**config.mk**
```make
export PLATFORM = sky130hd
export DESIGN_NAME = core_arbiter
export DESIGN_NICKNAME = d
export VERILOG_FILES = /design/src/rtl/core_pkg.sv /design/src/rtl/core_tag_fifo.sv /design/src/rtl/core_arbiter.sv
export SDC_FILE = /design/constraint.sdc
export NUM_CORES = 1
export LEC_CHECK = 0
export CAP_MARGIN = 20
export CORE_MARGIN = 3
export CORE_UTILIZATION = 32
export DETAILED_ROUTE_END_ITERATION = 12
export GPL_ROUTABILITY_DRIVEN = 0
export MAX_ROUTING_LAYER = met4
export PLACE_DENSITY = 0.82
export REMOVE_ABC_BUFFERS = 1
export SLEW_MARGIN = 30
export SYNTH_ARGS = -nofsm -noshare
export SYNTH_HDL_FRONTEND = slang
export SYNTH_HIERARCHICAL = 1
export SYNTH_SLANG_ARGS = --single-unit
```
**constraint.sdc**
```tcl
create_clock -name i_CLK -period 3.3 [get_ports i_CLK]
set_input_delay 0.66 -clock i_CLK [delete_from_list [all_inputs] [get_ports i_CLK]]
set_output_delay 0.66 -clock i_CLK [all_outputs]
set_load 0.02 [all_outputs]
```
**src/rtl/core_pkg.sv**
```systemverilog
// Shared types and constants for the two-requester core front end.
// Requester ids travel through the tag FIFO, so they are kept to a single bit.
package core_pkg;

    typedef logic req_id_t;

    localparam req_id_t REQ0    = 1'b0;
    localparam req_id_t REQ1    = 1'b1;
    localparam int      NUM_REQ = 2;

    // Grant lock: open arbitration, or held on a requester the core has stalled.
    typedef enum logic {
        ARB_OPEN   = 1'b0,
        ARB_LOCKED = 1'b1
    } arb_state_e;

    function automatic req_id_t other_req(input req_id_t id);
        return (id == REQ0) ? REQ1 : REQ0;
    endfunction

endpackage

```
**src/rtl/core_tag_fifo.sv**
```systemverilog
// Tag FIFO: remembers which requester issued each outstanding instruction.
// The head entry is read combinationally so results can be steered in the same cycle.
module core_tag_fifo
    import core_pkg::*;
#(
    parameter int DEPTH = 4
) (
    input  logic                     i_CLK,
    input  logic                     i_RST,
    input  logic                     push,
    input  req_id_t                  push_id,
    input  logic                     pop,
    output req_id_t                  head,
    output logic                     full,
    output logic                     empty,
    output logic [$clog2(DEPTH):0]   count
);

    localparam int PW = $clog2(DEPTH);
    localparam int CW = PW + 1;

    req_id_t         mem_q [DEPTH];
    logic [PW-1:0]   wr_ptr_q, wr_ptr_d;
    logic [PW-1:0]   rd_ptr_q, rd_ptr_d;
    logic [CW-1:0]   count_q, count_d;
    logic            do_push;
    logic            do_pop;

    assign full    = (count_q == CW'(DEPTH));
    assign empty   = (count_q == '0);
    assign count   = count_q;
    assign head    = mem_q[rd_ptr_q];

    // Guard here as well so a misbehaving parent cannot corrupt the pointers.
    assign do_push = push && !full;
    assign do_pop  = pop && !empty;

    generate
        for (genvar gi = 0; gi < DEPTH; gi++) begin : g_entry
            always_ff @(posedge i_CLK) begin
                if (i_RST) begin
                    mem_q[gi] <= REQ0;
                end else if (do_push && (wr_ptr_q == PW'(gi))) begin
                    mem_q[gi] <= push_id;
                end
            end
        end
    endgenerate

    // Pointers are exactly PW bits, so the increment wraps modulo DEPTH.
    always_comb begin
        wr_ptr_d = wr_ptr_q;
        rd_ptr_d = rd_ptr_q;
        count_d  = count_q;
        if (do_push) begin
            wr_ptr_d = wr_ptr_q + 1'b1;
        end
        if (do_pop) begin
            rd_ptr_d = rd_ptr_q + 1'b1;
        end
        case ({do_push, do_pop})
            2'b10:   count_d = count_q + 1'b1;
            2'b01:   count_d = count_q - 1'b1;
            default: count_d = count_q;
        endcase
    end

    always_ff @(posedge i_CLK) begin
        if (i_RST) begin
            wr_ptr_q <= '0;
            rd_ptr_q <= '0;
            count_q  <= '0;
        end else begin
            wr_ptr_q <= wr_ptr_d;
            rd_ptr_q <= rd_ptr_d;
            count_q  <= count_d;
        end
    end

endmodule

```
**src/rtl/core_arbiter.sv**
```systemverilog
// Round-robin front end: merges two instruction sources onto the core's single
// port and returns each result to the requester that issued it, in issue order.
module core_arbiter
    import core_pkg::*;
#(
    parameter int INSTR_WIDTH = 32,
    parameter int DATA_WIDTH  = 8,
    parameter int DEPTH       = 4
) (
    input  logic                    i_CLK,
    input  logic                    i_RST,
    input  logic [INSTR_WIDTH-1:0]  i_instr0,
    input  logic [INSTR_WIDTH-1:0]  i_instr1,
    input  logic                    i_valid0,
    input  logic                    i_valid1,
    output logic                    o_ready0,
    output logic                    o_ready1,
    output logic [INSTR_WIDTH-1:0]  o_instr,
    output logic                    o_valid,
    input  logic                    i_ready,
    input  logic [DATA_WIDTH-1:0]   i_data,
    input  logic                    i_dvalid,
    output logic                    o_dready,
    output logic [DATA_WIDTH-1:0]   o_data0,
    output logic [DATA_WIDTH-1:0]   o_data1,
    output logic                    o_dvalid0,
    output logic                    o_dvalid1,
    input  logic                    i_dready0,
    input  logic                    i_dready1,
    output logic                    o_busy,
    output logic                    o_err
);

    arb_state_e               state_q, state_d;
    req_id_t                  lock_id_q, lock_id_d;
    req_id_t                  prio_q, prio_d;
    logic                     err_q, err_d;

    req_id_t                  winner;
    logic                     issue;
    logic                     pop;
    req_id_t                  head_id;
    logic                     fifo_full;
    logic                     fifo_empty;
    logic [$clog2(DEPTH):0]   fifo_count;
    logic                     ret_ok;

    core_tag_fifo #(
        .DEPTH (DEPTH)
    ) u_tag_fifo (
        .i_CLK   (i_CLK),
        .i_RST   (i_RST),
        .push    (issue),
        .push_id (winner),
        .pop     (pop),
        .head    (head_id),
        .full    (fifo_full),
        .empty   (fifo_empty),
        .count   (fifo_count)
    );

    // ---------------- grant-lock FSM: state register ----------------
    always_ff @(posedge i_CLK) begin
        if (i_RST) begin
            state_q   <= ARB_OPEN;
            lock_id_q <= REQ0;
        end else begin
            state_q   <= state_d;
            lock_id_q <= lock_id_d;
        end
    end

    // ---------------- grant-lock FSM: next state ----------------
    // A stalled grant must stay put so the core sees a stable instruction word.
    always_comb begin
        state_d   = state_q;
        lock_id_d = lock_id_q;
        case (state_q)
            ARB_OPEN: begin
                if (o_valid && !i_ready) begin
                    state_d   = ARB_LOCKED;
                    lock_id_d = winner;
                end
            end
            ARB_LOCKED: begin
                if (issue) begin
                    state_d = ARB_OPEN;
                end
            end
            default: begin
                state_d = ARB_OPEN;
            end
        endcase
    end

    // ---------------- grant-lock FSM: outputs (winner select) ----------------
    always_comb begin
        winner = REQ0;
        if (state_q == ARB_LOCKED) begin
            winner = lock_id_q;
        end else if (i_valid0 && i_valid1) begin
            winner = prio_q;
        end else if (i_valid1) begin
            winner = REQ1;
        end else begin
            winner = REQ0;
        end
    end

    // ---------------- issue path ----------------
    // Full is judged on the registered count, so a same-cycle pop does not free a slot.
    assign o_valid  = (i_valid0 || i_valid1) && !fifo_full && !i_RST;
    assign o_instr  = (winner == REQ1) ? i_instr1 : i_instr0;
    assign issue    = o_valid && i_ready;
    assign o_ready0 = issue && (winner == REQ0);
    assign o_ready1 = issue && (winner == REQ1);

    // ---------------- return path ----------------
    assign ret_ok    = !fifo_empty && !i_RST;
    assign o_dvalid0 = i_dvalid && ret_ok && (head_id == REQ0);
    assign o_dvalid1 = i_dvalid && ret_ok && (head_id == REQ1);
    assign o_dready  = ret_ok && ((head_id == REQ1) ? i_dready1 : i_dready0);
    assign pop       = i_dvalid && o_dready;
    assign o_data0   = i_data;
    assign o_data1   = i_data;

    assign o_busy    = (fifo_count != '0) && !i_RST;
    assign o_err     = err_q;

    // ---------------- round-robin priority and error flag ----------------
    always_comb begin
        prio_d = prio_q;
        err_d  = err_q;
        if (issue) begin
            prio_d = other_req(winner);
        end
        // A result with nothing outstanding means the core and this block disagree.
        if (i_dvalid && fifo_empty) begin
            err_d = 1'b1;
        end
    end

    always_ff @(posedge i_CLK) begin
        if (i_RST) begin
            prio_q <= REQ0;
            err_q  <= 1'b0;
        end else begin
            prio_q <= prio_d;
            err_q  <= err_d;
        end
    end

endmodule

```
* Word level (Yosys, flattened, before mapping)
Memory sizes are Yosys's and may differ from the RTL's. A register that Yosys moved wholly into a read port is not among the register bits. Cells that the tools add are included.
Cells by class: add/subtract/negate cells 4, equality and inequality tests 6, multiplexer cells 30, bitwise logic cells 7, reductions and logical operators 31
Operators with widths (count):
- 32-bit two-way mux | 1
- 1-bit two-way mux | 25
- 1-bit logical AND | 21
- 2-bit equality test, second input constant | 3
- 3-bit one-hot mux with 2 select lines | 1
- 2-bit by 1-bit adder with 2-bit output, second input constant | 2
- 2-bit by 1-bit equality test with 1-bit output, second input constant | 2
- 1-bit logical NOT | 4
- 2-bit two-way mux | 2
- 1-bit bitwise OR | 4
- 3-bit by 1-bit adder with 3-bit output, second input constant | 1
- 3-bit equality test, second input constant | 1
- 3-bit logical NOT | 1
- 1-bit NOT | 3
- 3-bit nonzero test | 1
- 3-bit by 1-bit subtractor with 3-bit output, second input constant | 1
- 2-bit logical NOT | 1
- 1-bit one-hot mux with 2 select lines | 1
- 2-bit AND reduction | 1
- 2-bit nonzero test | 1
- 1-bit logical OR | 1
Storage, ports and cells: register bits after elaboration 11, memory bits (writable) 4, input port bits 80, output and inout port bits 56, logic and storage cells 86, memories 1
Memories:
- u_tag_fifo.mem_q | depth 4, width 1, rd ports 1, clocked after memory_dff 1, wr ports 4, line core_tag_fifo.sv:22 | req_id_t mem_q [DEPTH];

* Longest topological paths before layout
depth in word-level cells 11, depth in mapped cells 13, depth with buffers taken out 13

* Cells and area by module
Netlist, hierarchy kept.
By module, submodules not included:
- core_arbiter | instances 1, cells each 85, area each 875.8 µm², seq. area each 80.1 µm²
- core_tag_fifo | instances 1, cells each 64, area each 669.4 µm², seq. area each 300.3 µm²

* Worst setup path after synthesis
No wires, ideal clock.
path type register to register, start point register (tool-made name), end point register u_tag_fifo.count_q[2], in the netlist u_tag_fifo/count[2], library setup time 0.071 ns, arrival 2.979 ns, required time 3.229 ns, slack 0.250 ns, cell stages (with the launch flop) 13, buffers on the path 0, clock period less this slack 3.050 ns, cell sequence dfxtp_1 > mux4_2 > mux2i_1 > nor3_1 > and2_1 > o31ai_1 > inv_1 > ha_1 > inv_1 > fa_1 > xor2_1 > or3_1 > a21oi_1
RTL lines:
- to (signal assigned) | line core_tag_fifo.sv:76 | count_q <= count_d;
- to (decl) | line core_tag_fifo.sv:25 | logic [CW-1:0] count_q, count_d;

* Worst setup path in the final report
start point input i_valid0, end point output o_instr[30]
Between the ends: word-level cells in the longest chain between the ends 4
RTL lines:
- from (decl) | line core_arbiter.sv:14 | input logic i_valid0,
- 1-bit logical AND | line core_arbiter.sv:101 | end else if (i_valid0 && i_valid1) begin
- 1-bit two-way mux | line core_arbiter.sv:101
- 1-bit two-way mux | line core_arbiter.sv:99 | if (state_q == ARB_LOCKED) begin
- 32-bit two-way mux | line core_arbiter.sv:113 | assign o_instr = (winner == REQ1) ? i_instr1 : i_instr0;
- to (decl) | line core_arbiter.sv:18 | output logic [INSTR_WIDTH-1:0] o_instr,
Every way passes these cells.

==> out/summary.txt <==
Logic pwr share -> 50.3%
antenna violations before repair -> 0
Area growth syn-to-layout -> 75.7%
CP max FO -> 6
number of nets in the layout -> 339
Final HPWL DP -> 4.27 mm
Place WS -> 51.4 ps
Initial DRC Count -> 66
post-synth top area cell -> mux2_4
number of synthesized register bits -> 17
Worst R2R End -> u_tag_fifo/count[2]$_SDFFE_PP0P_
Antenna Cells -> 0
period utilization -> 97.8%
Min-Delay Startpoint -> o_err$_SDFFE_PP0P_
minimum clock period -> 3230 ps
core area -> 4500 um^2
post-synthesis sequential area ratio -> 24.6%
Slowest cell on crit path -> clkdlybuf4s50_1
Die X -> 75.5 um
M1 GR Usage -> 20.8%
Post-Route Skew -> 2.74 ps
Top Ports -> 136
fmax -> 0.310 GHz
post-CTS setup buffers -> 0
Site Rows -> 24
count of port buffers added during placement -> 111
WL final -> 5.06 mm
CTS Buf Count -> 3
power density cells -> 285 nW/um^2
syn avg cell area -> 10.4 um^2
Clock Power Share -> 19.9%
DP Cell Count -> 300
outcome -> finished, final reports clean
Synth Warn # -> 6
Cell Int Power -> 0.546 mW
top cell type's share of synthesized area -> 25.3%
first-pass GRT wire length -> 6.80 mm
total gr overflow -> 0
commonest cells in the netlist -> mux2_4, buf_4, dfxtp_1, nor2_1, inv_1
# DRC -> 0
First-pass DRT Iterations -> 4
post-DR wirelength/cell -> 16.6 um
Critical Path End -> o_instr[30]
H-tree level count -> 1
Area contributors post-synth -> mux2_4, dfxtp_1, buf_4
TritonCTS clock tree -> yes
final instance area -> 2720 um^2
later-pin clock latency in the skew report -> 250 ps
DIE HEIGHT -> 75.5 um
Worst slew margin -> 75.6%
worst setup margin -> 72.8 ps
final setup fails -> 0
hold_buf cts -> 0
r2r setup slk -> 460 ps
Sum Neg Setup Slack -> 0 ps
gr usage total -> 16.1%
Die Area -> 5700 um^2
ys flop type -> dfxtp_1
worst-margin pin slew -> 365 ps
via count -> 1436
TritonCTS Sinks -> 17
most used cell, CP -> clkdlybuf4s50_1
met3 Use GR -> 5.80%
clock-pin slew on the worst setup and hold paths -> 60 ps
met2 usage -> 23.6%
Cell Count, Final, Fillers Out -> 304
CP Launch Point -> i_valid0
RSZ-0062 raised after global routing -> no
maximum VDD drop -> 0.126 mV
asr flop ratio synth -> 0%
worst r2r path cells -> 12
CP Class -> in2out
fraction of layout cells with a size suffix above 1 -> 20.6%
top cell family by delay on the critical path -> buffers and inverters
pin count of the biggest net entering global routing -> 16
vias in the first global route -> 1418
Hold Fails Final Rpt -> 0
CP Cell Sequence -> clkdlybuf4s50_1, nand2b_1, a22o_4, buf_4, mux2_4, clkdlybuf4s50_1
CP startpoint kind -> input port
WP data required -> 2640 ps
P_leak -> 1.15 nW
Avg Vias per Cell -> 4.72
sw power -> 0.227 mW
slowest cell delay on critical path -> 550 ps
Cells after Synth -> 149
Slew Viols, Final -> 0
Bufs and invs on worst path -> 3
WP data arrival -> 2570 ps
critical path depth -> 6
Detail Route Antenna Nets -> 0
CP endpoint kind -> output port
number of flops mapped to enable cells by yosys -> 4
area post-placement -> 2650 um^2
Cell variety after synth -> 33
Post-Route Utilization -> 60.3%
Mapped Area -> 1550 um^2
GRT Max-Usage Layer -> met2
worst hold path class -> reg2reg
most common cell in the netlist -> mux2_4
maxcap violations -> 0
Root Buffer -> clkbuf_8
r2r startpoint -> u_tag_fifo/mem_q[2]$_SDFFCE_PN0P_
clock buffer depth -> 2
Seq pwr share -> 29.8%
Net Sw Frac -> 29.4%
Initial Util -> 34.3%
-- metal layers --
metal | wire length (um) | vias to the layer above
met3 | 343 | 8
met1 | 2040 | 658
met4 | 70 | 0
met2 | 2610 | 65
met5 | 0 | -
li1 | - | 705
-- cells in the final DEF, fill, tap and decap left out, types with 2 or more instances in the layout --
| cell | count |
|---|---|
| clkdlybuf4s50_1 | 107 |
| mux2_4 | 26 |
| dfxtp_1 | 13 |
| nor2_1 | 11 |
| inv_1 | 9 |
| buf_4 | 8 |
| and2_1 | 7 |
| a21oi_1 | 7 |
| mux2_2 | 6 |
| ha_1 | 5 |
| dlymetal6s2s_1 | 4 |
| a21o_1 | 4 |
| o21ai_0 | 4 |
| edfxtp_1 | 4 |
| nand2b_1 | 3 |
| mux2i_1 | 3 |
| nor3_1 | 3 |
| clkbuf_8 | 3 |
| or3_1 | 3 |
| xor2_1 | 3 |
| nand3_1 | 2 |
| nand2_1 | 2 |
| buf_12 | 2 |
-- cell type report --
cell class	instances	area [um^2]
inverters	9	33.8
flip-flops and latches	17	380
fillers	384	1790
well taps	52	65.1
repair buffers	121	1220
clock buffers	4	45.0
multi-input cells	101	970
-- repair_timing --
action / 4_1_cts / 5_1_grt
gates resized for setup: 0 / 6
hold endpoints to repair: 0 / 0
setup endpoints to repair: 0 / 31
-- power groups by stage --
stage,sequential [mW],clock (mW),combinational [mW]
2_1_floorplan,0.234,0,0.179
4_1_cts,0.230,0.157,0.389
5_1_grt,0.231,0.167,0.407
3_5_place_dp,0.235,0,0.387
3_3_place_gp,0.234,0,0.382
6_report,0.230,0.153,0.389
-- metrics by stage --
stage / hold WS, ps / total power [mW]
detailed placement: 461 / 0.622
finish: 467 / 0.773
floorplan: 447 / 0.413
global placement: 453 / 0.616
global route: 506 / 0.806
CTS: 476 / 0.776
-- logic make-up after synthesis --
| group | Yosys count | synth area share [%] |
|---|---|---|
| AOI/OAI and AO/OA | 17 | 6.56 |
| adders and majority gates | 6 | 5.34 |
| DFF | 17 | 24.6 |
| buffers and inverters | 31 | 13.4 |
| xor gates and xnor gates | 3 | 1.70 |
| muxes | 36 | 33.0 |
| and+or+nand+nor | 39 | 15.4 |
-- worst min path at each step --
stage	end	depth (start not counted)	slack, ps
after floorplan	prio_q$_SDFFE_PP0P_	2	450
after global placement	o_err$_SDFFE_PP0P_	2	450
after detailed placement	o_err$_SDFFE_PP0P_	2	460
after CTS	o_err$_SDFFE_PP0P_	2	480
after global routing	o_err$_SDFFE_PP0P_	2	510
final	o_err$_SDFFE_PP0P_	2	470
-- tightest hold or removal path: cells and delay by family, from the launching register on --
kind / cells / cell delay (ps)
AOI/OAI and AO/OA: 1 / 40
and+or+nand+nor: 1 / 70
DFF: 1 / 330
(Power assumes the default switching activity.)
